## src/rtl/mtpsa_tuple_sync.sv

```systemverilog
// SUME<->SDNet tuple glue: SOP-qualified tuple_in VALID on the input side, and a tuple FIFO that gates output packets and holds their tuser.
// Define MTPSA_TUPLE_DIGEST_MERGE_EN to carry the digest in the FIFO; otherwise only metadata is stored and the tuser digest field is 0.
module mtpsa_tuple_sync #(
  parameter int META_WIDTH        = 40,
  parameter int DIGEST_WIDTH      = 256,
  parameter int TUPLE_FIFO_DEPTH  = 4,
  parameter int C_AXIS_DATA_WIDTH = 256,
  parameter int CNT_WIDTH         = 32
) (
  input  logic                                 clk_line,
  input  logic                                 clk_line_rst,
  input  logic                                 s_axis_tvalid,
  input  logic                                 s_axis_tready,
  input  logic                                 s_axis_tlast,
  output logic                                 tuple_in_valid,
  output logic                                 sdnet_in_tlast,
  input  logic                                 sdnet_out_tvalid,
  output logic                                 sdnet_out_tready,
  input  logic [C_AXIS_DATA_WIDTH-1:0]         sdnet_out_tdata,
  input  logic [C_AXIS_DATA_WIDTH/8-1:0]       sdnet_out_tkeep,
  input  logic                                 sdnet_out_tlast,
  input  logic                                 tuple_out_valid,
  input  logic [META_WIDTH-1:0]                tuple_out_meta,
  input  logic                                 digest_out_valid,
  input  logic [DIGEST_WIDTH-1:0]              digest_out_data,
  output logic                                 m_axis_tvalid,
  input  logic                                 m_axis_tready,
  output logic [C_AXIS_DATA_WIDTH-1:0]         m_axis_tdata,
  output logic [C_AXIS_DATA_WIDTH/8-1:0]       m_axis_tkeep,
  output logic                                 m_axis_tlast,
  output logic [DIGEST_WIDTH+META_WIDTH-1:0]   m_axis_tuser,
  output logic [CNT_WIDTH-1:0]                 stat_pkt_cnt,
  output logic [CNT_WIDTH-1:0]                 stat_ovf_cnt,
  output logic [$clog2(TUPLE_FIFO_DEPTH):0]    tuple_fifo_level
);

  localparam int AW = $clog2(TUPLE_FIFO_DEPTH);
  localparam int LW = AW + 1;
`ifdef MTPSA_TUPLE_DIGEST_MERGE_EN
  localparam int FW = DIGEST_WIDTH + META_WIDTH;
`else
  localparam int FW = META_WIDTH;
`endif

  typedef enum logic {WAIT_TUPLE, IN_PKT} state_t;

  state_t        state;
  logic          in_sop;
  logic [FW-1:0] mem [TUPLE_FIFO_DEPTH];
  logic [AW-1:0] wr_ptr;
  logic [AW-1:0] rd_ptr;
  logic [LW-1:0] level;
  logic [FW-1:0] wr_data;
  logic [FW-1:0] head;
  logic          fifo_empty;
  logic          fifo_full;
  logic          gate;
  logic          out_hs;
  logic          pop;
  logic          push_ok;
  logic          drop;

  assign tuple_in_valid = s_axis_tvalid & in_sop;
  assign sdnet_in_tlast = s_axis_tlast;

  always_ff @(posedge clk_line) begin
    if (clk_line_rst)
      in_sop <= 1'b1;
    else if (s_axis_tvalid && s_axis_tready)
      in_sop <= s_axis_tlast;
  end

`ifdef MTPSA_TUPLE_DIGEST_MERGE_EN
  assign wr_data = {(digest_out_valid ? digest_out_data : {DIGEST_WIDTH{1'b0}}), tuple_out_meta};
`else
  logic unused_digest;
  assign unused_digest = ^{digest_out_valid, digest_out_data};
  assign wr_data = tuple_out_meta;
`endif

  assign fifo_empty = (level == '0);
  assign fifo_full  = (level == LW'(TUPLE_FIFO_DEPTH));
  assign head       = mem[rd_ptr];

  // Once a packet has started the FIFO is known non-empty, so the gate stays open until tlast.
  assign gate    = (state == IN_PKT) | ~fifo_empty;
  assign out_hs  = sdnet_out_tvalid & m_axis_tready & gate;
  assign pop     = out_hs & sdnet_out_tlast;
  assign push_ok = tuple_out_valid & (~fifo_full | pop);
  assign drop    = tuple_out_valid & fifo_full & ~pop;

  assign m_axis_tvalid    = sdnet_out_tvalid & gate;
  assign sdnet_out_tready = m_axis_tready & gate;
  assign m_axis_tdata     = sdnet_out_tdata;
  assign m_axis_tkeep     = sdnet_out_tkeep;
  assign m_axis_tlast     = sdnet_out_tlast;
  assign tuple_fifo_level = level;

`ifdef MTPSA_TUPLE_DIGEST_MERGE_EN
  assign m_axis_tuser = fifo_empty ? '0 : head;
`else
  assign m_axis_tuser = {{DIGEST_WIDTH{1'b0}}, (fifo_empty ? {META_WIDTH{1'b0}} : head)};
`endif

  // Storage carries no reset; level gates every read of it.
  always_ff @(posedge clk_line) begin
    if (push_ok)
      mem[wr_ptr] <= wr_data;
  end

  always_ff @(posedge clk_line) begin
    if (clk_line_rst) begin
      wr_ptr <= '0;
      rd_ptr <= '0;
      level  <= '0;
    end else begin
      if (push_ok)
        wr_ptr <= wr_ptr + 1'b1;
      if (pop)
        rd_ptr <= rd_ptr + 1'b1;
      case ({push_ok, pop})
        2'b10:   level <= level + 1'b1;
        2'b01:   level <= level - 1'b1;
        default: level <= level;
      endcase
    end
  end

  always_ff @(posedge clk_line) begin
    if (clk_line_rst) begin
      state        <= WAIT_TUPLE;
      stat_pkt_cnt <= '0;
      stat_ovf_cnt <= '0;
    end else begin
      case (state)
        WAIT_TUPLE: if (out_hs && !sdnet_out_tlast) state <= IN_PKT;
        IN_PKT:     if (pop) state <= WAIT_TUPLE;
        default:    state <= WAIT_TUPLE;
      endcase
      if (pop && stat_pkt_cnt != '1)
        stat_pkt_cnt <= stat_pkt_cnt + 1'b1;
      if (drop && stat_ovf_cnt != '1)
        stat_ovf_cnt <= stat_ovf_cnt + 1'b1;
    end
  end

endmodule
```

## config.mk

```make
export PLATFORM = sky130hd
export DESIGN_NAME = mtpsa_tuple_sync
export DESIGN_NICKNAME = d
export VERILOG_FILES = /design/src/rtl/mtpsa_tuple_sync.sv
export SDC_FILE = /design/constraint.sdc
export NUM_CORES = 1
export LEC_CHECK = 0
export ABC_AREA = 1
export ABC_CLOCK_PERIOD_IN_PS = 5000
export BUFFER_PORTS_ARGS = -buffer_cell sky130_fd_sc_hd__buf_2
export CORE_AREA = 2 2 489 491
export CTS_CLUSTER_SIZE = 16
export DETAILED_ROUTE_END_ITERATION = 10
export DIE_AREA = 0 0 491 493
export REMOVE_ABC_BUFFERS = 1
export SYNTH_ARGS = -nofsm -noshare
export SYNTH_HDL_FRONTEND = slang
export SYNTH_SLANG_ARGS = --single-unit
```

## constraint.sdc

```tcl
create_clock -name clk_line -period 5 [get_ports clk_line]
set_input_delay 1.25 -clock clk_line [delete_from_list [all_inputs] [get_ports clk_line]]
set_output_delay 1.25 -clock clk_line [all_outputs]
set_load 0.005 [all_outputs]
```

; Word level (Yosys, flattened, before mapping)
; Memories as Yosys holds them, arrays and structs flattened. A register that Yosys moved wholly into a read port is not among the register bits.
; Cells that the tools add are included.
[totals]
regBits = 73
ramBits = 160
input_bits = 594
output_inout_bits = 656
memories = 1
[memory_table]
columns = memory, depth, width, rd, rd_clocked_by_memory_dff, write_ports, line_no
row1 = mem, 4, 40, 1, 1, 1, 49  ; logic [FW-1:0] mem [TUPLE_FIFO_DEPTH];
[op_classes]
addsub = 6
eq_ne = 5
muxes = 9
bitwise = 15
reduce_logical = 7
[ops]
columns = operator, n
row1 = 32-bit by 1-bit adder with 32-bit output (second input constant), 2
row2 = 32-bit inequality test (second input constant), 2
row3 = 40-bit 2-to-1 mux, 1
row4 = 1-bit AND, 9
row5 = 3-bit one-hot mux with 2 select lines, 1
row6 = 2-bit by 1-bit adder with 2-bit output (second input constant), 2
row7 = 1-bit logical AND, 4
row8 = 1-bit 2-to-1 mux, 4
row9 = 2-bit 2-to-1 mux, 2
row10 = 1-bit NOT, 4
row11 = 3-bit by 1-bit adder with 3-bit output (second input constant), 1
row12 = 3-bit == test (second input constant), 1
row13 = 3-bit logical NOT, 1
row14 = 3-bit by 1-bit subtractor with 3-bit output (second input constant), 1
row15 = 2-bit by 1-bit == test with 1-bit output (second input constant), 1
row16 = 2-bit == test (second input constant), 1
row17 = 1-bit OR, 2
row18 = 1-bit one-hot mux with 2 select lines, 1
row19 = 2-bit nonzero test, 1
row20 = 1-bit logical NOT, 1

; Logic depth before layout (Yosys ltp)
; Gate-level depths: netlist (run 1).
[depth]
ltp_word = 9
mapped_depth = 11
depth_no_buf = 11

; Least setup slack after synthesis (run 1)
; OpenSTA, ideal clock, no wires.
[synth_path]
path_type = input-to-reg
start = in sdnet_out_tvalid
end = mem mem[0][0] in the netlist's numbering (enable)
arrival_time_ns = 3.412
slack_ns = 1.151
stages = 6
path_buffers = 0
cell_sequence = nand2_1 > inv_1 > nand3_1 > nand3_1 > nand2_1 > nor2_1
[synth_via]
elab_chain_len = 7
[synth_rtl]
columns = item, line_no
row1 = start: declaration, 17  ; input logic sdnet_out_tvalid,
row2 = 1-bit AND (2 in a row), 87  ; assign out_hs = sdnet_out_tvalid & m_axis_tready & gate;
row3 = 1-bit AND, 88  ; assign pop = out_hs & sdnet_out_tlast;
row4 = 1-bit OR, 89  ; assign push_ok = tuple_out_valid & (~fifo_full | pop);
row5 = 1-bit AND, 89
row6 = 1-bit 2-to-1 mux, 107  ; if (push_ok)
row7 = 1-bit 2-to-1 mux (not written as such), 108  ; mem[wr_ptr] <= wr_data;
row8 = end: declaration, 49
; No other way between the ends.

==> key figures, run 1 <==
Synth
  • Synth Instances: approximately 1800
  • Asr flop ratio synth: 0%
  • Post-Syn Area per Cell: 8.28 um2
  • Seq/Total Area, Yosys: about two fifths
  • Synth cell count leaders: buf_4 (546), nand2_1 (325), nor2_1 (288), edfxtp_1 (160), a21oi_1 (83)
  • Post-Syn Area: 15100 um2
  • Yosys top cell by area: edfxtp_1
  • Top-count cell post-synth: buf_4
  • Synth top area share: around a third
  • Post-synth EDFFs: 160
  • Area contributors post-synth: edfxtp_1 (32%), buf_4 (27%), dfxtp_1 (9.9%), nand2_1 (8.1%), nor2_1 (7.2%)
  • Warning count from the yosys run: 0
  • Synth Register Bits: roughly 240
  • Most common flop cell mapped by yosys: edfxtp_1
  • Cell variety after synth: 32

Placement
  • Placed Cells: between 4000 and 5000
  • # port buffers: 160
  • Gp weighted congestion: 1.17
  • Post-DP HPWL: a little under 200000 um

STA
  • WHS: 0.468 ns
  • Worst-Margin Slew: 0.933 ns
  • Final Slew Violations: 0
  • Fmax: between 200 and 250 MHz
  • Hold Fails Final Rpt: 0
  • Final setup fails: 0
  • Post-Route Setup TNS: 0 ns
  • Slew headroom: 37.8%
  • Period minus WS final: 4.22 ns
  • RSZ-0062 raised after global routing: false
  • Final worst path period share: 84.4%
  • Layout Skew: 0.0293 ns

Clock tree
  • Setup bufs post-CTS: 0
  • CTS tree: built
  • Total CTS buffers: 27
  • Total clock sinks: 235
  • Worst-skew pair later-pin latency: approximately 0.57 ns
  • CTS resizes: 0
  • CTS clock-pin slew for the worst setup and hold paths: 0.06 ns
  • Root buf cell: clkbuf_16
  • # hold bufs at CTS: 0
  • H-tree depth: 1
  • Clock Tree Buf Depth: 3

Drt
  • Routed len/inst: roughly 42 um
  • # DRC: 0
  • DR pass1 iterations: 5
  • DR vias: 10900
  • Post-Route WL: 206000 um
  • Final antenna-violating net count: 0
  • Initial DRC count: a little over 700
  • Vias per cell: 2.24

Global routing
  • Initial antenna violation count: 28
  • GRT Overall Usage: between 10% and 20%
  • GRT overflow: 0
  • Largest net degree at the start of global routing: 81
  • Number of global-route vias before repair: 8753
  • First-pass GRT wire length: 226000 um

Worst setup path
  • Crit Path Max Fanout: 26
  • CP required: roughly 3.8 ns
  • Worst Path Arrival: between 2 and 3 ns
  • CP Capture Type: output port
  • Critical path class: flip-flop to output port
  • Crit path launch type: flip-flop

Floorplan
  • Starting Density: approximately 6.4%
  • Core area: 237000 um2
  • Vert. Die Dim: 493 um
  • I/O Pins: between 1000 and 1500
  • Die ar.: between 200000 and 250000 um2
  • Cell Rows: 179
  • Die width: 491 um

Finish
  • Multi-input logic area: 5110 um2
  • Core Util, Final: 7.38%
  • Layout cell share with drive strength beyond 1: 15.4%
  • Fillcell total: 27800
  • Layout Nets: 2289
  • Non-filler cells in the finished layout: about 4900
  • Area occupied by registers: around 6300 um2
  • Area growth syn-to-layout: 15.8%

Status
  • Status: completed

Power and ir drop
  • LEAKAGE: 5.71 nW
  • Max IR drop VDD: 0.000234 V
  • Pwr Density: 262 nW/um2

Run
  • Max-cap viol count: 0

Hold path
  • HP Class: flip-flop to flip-flop
[layout by cell type (no fill, tap or decap), types with 3 or more instances in the layout]
cell type	count
clkinv_4	3
inv_2	3
nand2_2	4
a21oi_1	83
clkinvlp_4	3
nor2_4	10
a21oi_2	16
nor3_1	3
nor2_1	284
edfxtp_1	160
buf_4	15
clkbuf_16	27
nand4_1	5
clkbuf_1	3
nand3_1	46
xor2_1	14
clkinv_2	3
nand2_1	325
xnor2_1	12
buf_2	160
inv_1	75
o21ai_1	26
nor2_2	3
diode_2	3
dfxtp_1	73
ha_1	6
conb_1	256
o21ai_0	68
[logic make-up (layout without fill, tap and decap cells)]
| family | count (synthesis) | after routing | share of synthesized area, % |
|---|---|---|---|
| other | 1 | 259 | 0.0248 |
| XOR/XNOR | 26 | 26 | 1.51 |
| adder cells (fa/ha/maj) | 7 | 7 | 0.630 |
| AO/OA/AOI/OAI | 194 | 194 | 6.85 |
| flip-flops | 235 | 235 | 41.8 |
| AND/OR/NAND/NOR | 686 | 686 | 18.3 |
| buffers and inverters | 675 | 302 | 30.9 |
[stage by stage]
stage                     instance area, um2  worst slack (ns)  total power (W)
final                                  17500             0.781          0.00459
after global routing                   17500             0.574          0.00477
after CTS                              17500             0.701          0.00465
after detailed placement               16600              1.33          0.00272
after global placement                 16600              1.30          0.00271
after floorplan                        11700             0.939          0.00242
[area by class of cell]
cell class / instances / share of cell area [%]
Multi-Input combinational cell: 1169 / 29.2
Antenna cell: 3 / 0.0429
Clock inverter: 15 / 0.866
Sequential cell: 235 / 36.1
Tap cell: 3167 / 22.7
Clock buffer: 32 / 4.09
Timing Repair Buffer: 176 / 5.34
Inverter: 79 / 1.71
[report_power, final]
part / internal (W) / leakage (nW) / switching, W
Combinational: 0.000121 / 3.21 / 0.000381
Clock: 0.00109 / 0.417 / 0.000836
Sequential: 0.00214 / 2.07 / 0.0000190
[final timing paths]
kind / start / end / slack (ns) / cells past startpoint
setup / recovery: flip-flop / m_axis_tuser[2] / 0.78 / 6
hold / removal: in_sop$_SDFFE_PP1P_ / in_sop$_SDFFE_PP1P_ / 0.47 / 2
setup reg to reg: stat_ovf_cnt[1]$_SDFFE_PP0P_ / stat_ovf_cnt[30]$_SDFFE_PP0P_ / 2.33 / 10
hold reg to reg: in_sop$_SDFFE_PP1P_ / in_sop$_SDFFE_PP1P_ / 0.47 / 2
[registers in the layout, indices dropped and copies added, names as in the netlist, named ones only]
signal	count
stat_ovf_cnt	32
stat_pkt_cnt	32
in_sop	1
mem	160
rd_ptr	2
tuple_fifo_level	3
wr_ptr	2
[worst max-delay path, stage by stage (launching register included)]
cell,delay (ns)
dfxtp_2,0.76
inv_1,0.13
buf_4,0.28
nor2_1,0.15
o21ai_0,0.09
a21oi_1,0.67
buf_2,0.28
[per-layer routing]
metal / track usage, % / part of all wire, %
met4: 6.13 / 4.4
met2: 39.3 / 67
met5: 0.646 / 0.12
met3: 14.2 / 19
met1: 4.54 / 9.8
Note: power is estimated with default switching activity, not from simulation.
==> run 2, diff against run 1 <==
- ABC_AREA: 1 -> 0
- ABC_CLOCK_PERIOD_IN_PS: 5000 -> 4400
- CORE_AREA: 2 2 489 491 -> 2 2 492 494
- DIE_AREA: 0 0 491 493 -> 0 0 494 496
- clock period: 5 -> 4.4 ns (I/O delays scaled with it)
==> key figures, run 2 <==
Synth
  • Post-synth EDFFs: 160 (unchanged)
  • Area contributors post-synth: edfxtp_1 (34%), buf_4 (29%), dfxtp_1 (11%), mux4_2 (6.4%), and2_1 (2.2%)
  • Asr flop ratio synth: 0% (unchanged)
  • Cell variety after synth: 53 (+66%)
  • Post-Syn Area per Cell: 11.1 um2 (+35%)
  • Synth cell count leaders: buf_4 (549), edfxtp_1 (160), dfxtp_1 (75), a21oi_1 (51), and2_1 (50)
  • Seq/Total Area, Yosys: 44.9% (+3.1 points)
  • Warning count from the yosys run: 0 (unchanged)
  • Top-count cell post-synth: buf_4
  • Yosys top cell by area: edfxtp_1
  • Post-Syn Area: 14000 um2 (-6.9%)
  • Synth Register Bits: 235 (unchanged)
  • Synth top area share: 34.2% (+2.4 points)
  • Synth Instances: 1261 (-31%)
  • Most common flop cell mapped by yosys: edfxtp_1

Worst setup path
  • CP Capture Type: output port
  • Worst Path Arrival: 2.55 ns (-0.42 ns)
  • Cell family with most CP delay: flip-flops
  • Crit path launch type: flip-flop
  • Slowest-stage cell, CP: dfxtp_4
  • CP required: 3.30 ns (-0.45 ns)
  • Worst Path Buf+Inv: 2 (-1)
  • Critical path class: flip-flop to output port
  • Crit Path Max Fanout: 26 (unchanged)
  • CP Cell Sequence: buf_4, mux4_2, and2_1, buf_2
  • Slowest stage delay, CP: 0.73 ns (-0.03 ns)

STA
  • Final worst path period share: 82.9%
  • Worst-Margin Slew: 1.13 ns (+0.201 ns)
  • Post-Route Setup TNS: 0 ns (unchanged)
  • WHS: 0.505 ns (+0.0371 ns)
  • Layout Skew: 0.0367 ns (+0.00741 ns)
  • Hold Fails Final Rpt: 0 (unchanged)
  • Fmax: about 270 MHz
  • Setup ws final: 0.754 ns (-0.0269 ns)
  • Final Slew Violations: 0 (unchanged)
  • Final setup fails: 0 (unchanged)
  • Period minus WS final: between 3 and 4 ns
  • Slew headroom: 24.4% (-13 points)
  • RSZ-0062 raised after global routing: false

Clock tree
  • CTS clock-pin slew for the worst setup and hold paths: 0.06 ns (about the same)
  • CTS tree: built
  • # hold bufs at CTS: 0 (unchanged)
  • Total clock sinks: 235 (unchanged)
  • Clock Tree Buf Depth: 3 (unchanged)
  • CTS resizes: 0 (unchanged)
  • Setup bufs post-CTS: 0 (unchanged)
  • Worst-skew pair later-pin latency: 0.61 ns (+0.04 ns)
  • Total CTS buffers: 26 (-3.7%)
  • Root buf cell: clkbuf_16
  • H-tree depth: 1 (unchanged)

Global routing
  • GRT overflow: 0 (unchanged)
  • Number of global-route vias before repair: 7388 (-16%)
  • First-pass GRT wire length: 168000 um (-26%)
  • Initial antenna violation count: 24 (-14%)
  • Largest net degree at the start of global routing: 84 (+3.7%)
  • GRT Overall Usage: 11.9% (-4.5 points)

Drt
  • Post-Route WL: 153000 um (-26%)
  • # DRC: 0 (unchanged)
  • DR pass1 iterations: 5 (unchanged)
  • Routed len/inst: 35.0 um (-17%)
  • Initial DRC count: 641 (-11%)
  • DR vias: 8582 (-21%)
  • Final antenna-violating net count: 0 (unchanged)
  • Vias per cell: 1.97 (-12%)

Placement
  • Placed Cells: 4297 (-11%)
  • Post-DP HPWL: 140000 um (-28%)
  • # port buffers: 160 (unchanged)
  • Gp weighted congestion: 1.10 (-6.4%)
  • DP Worst Slack: 0.949 ns (-0.384 ns)

Finish
  • Area growth syn-to-layout: 18.1%
  • Area occupied by registers: 6310 um2 (about the same)
  • Layout cell share with drive strength beyond 1: 25.0% (+9.6 points)
  • Most common cell after layout, fill and taps aside: conb_1
  • Layout Nets: 1741 (-24%)
  • Largest registers: mem: 160 flops, stat_ovf_cnt: 32 flops, stat_pkt_cnt: 32 flops
  • Non-filler cells in the finished layout: 4358 (-11%)
  • Fillcell total: 28100 (+0.86%)
  • Multi-input logic area: 4400 um2 (-14%)
  • Max reg flops: 160 (unchanged)
  • Largest register by flop count: mem
  • Most frequent cells in the layout: conb_1 (256), buf_2 (160), edfxtp_1 (160)

Floorplan
  • Starting Density: 5.86% (-0.51 points)
  • Die ar.: 245000 um2 (+1.2%)
  • Cell Rows: 180 (+0.56%)
  • Core area: 240000 um2 (+1.1%)
  • Die width: 494 um (+0.61%)
  • I/O Pins: 1250 (unchanged)
  • Vert. Die Dim: 496 um (+0.61%)

Power and ir drop
  • LEAKAGE: 5.09 nW (-11%)
  • Pwr Density: 320 nW/um2 (+22%)
  • Total power: 0.00530 W (+16%)
  • Max IR drop VDD: 0.000245 V (+4.8%)

Status
  • Status: completed

Hold path
  • HP Class: flip-flop to flip-flop

Run
  • Max-cap viol count: 0 (unchanged)
## run 2: power breakdown
group          switching [W]  internal, W
sequential         0.0000386      0.00246
combinational       0.000386     0.000208
clock                0.00100      0.00121
total                0.00143      0.00387
## run 2: kinds of logic after synthesis
family,synth area share (%)
compound gates,4.58
other cells,0.0267
mux,7.36
simple gates,11.3
buf+inv,30.7
flops,44.9
fa+ha+maj,0.677
xor+xnor,0.499
## run 2: per-layer routing
layer  part of all wire [%]  track usage (%)  wire length (um)  vias up
met2                     49             21.0             75400     1104
li1                       -                -                 -     3419
met3                     29             15.4             43800      145
met4                     10             10.5             15700       26
met5                   0.16            0.251               246        -
met1                     11             4.04             17600     3888
## run 2: layout make-up
type | count | share of cell area (%)
flip-flops and latches | 235 | 38.0
inverters | 13 | 0.294
repair buffers | 174 | 5.84
diodes | 13 | 0.196
clock buffers | 31 | 4.22
clock inverters | 17 | 0.852
well taps | 3185 | 24.0
multi-input cells | 690 | 26.5
## run 2: worst register-to-register path: stages, from the launching register on
cell and delay [ns]:
dfxtp_1 0.42, nand4_1 0.25, nor4_1 0.44, and2_1 0.95, nor3_1 0.17, mux2_2 0.31
## run 2: through the flow
stage	util (%)	cell area (um2)
detailed placement	6.56	15700
global route	6.91	16600
CTS	6.91	16600
floorplan	-	10700
global placement	6.56	15700
finish	6.92	16600
## run 2: path summary, 6_finish.rpt
| kind | startpoint | to | slack, ns | cells past startpoint |
|---|---|---|---|---|
| setup / recovery | flip-flop | m_axis_tuser[5] | 0.75 | 4 |
| hold / removal | stat_ovf_cnt[23]$_SDFFE_PP0P_ | stat_ovf_cnt[23]$_SDFFE_PP0P_ | 0.50 | 2 |
| setup reg to reg | stat_pkt_cnt[17]$_SDFFE_PP0P_ | stat_pkt_cnt[25]$_SDFFE_PP0P_ | 1.75 | 5 |
| hold reg to reg | stat_ovf_cnt[23]$_SDFFE_PP0P_ | stat_ovf_cnt[23]$_SDFFE_PP0P_ | 0.50 | 2 |
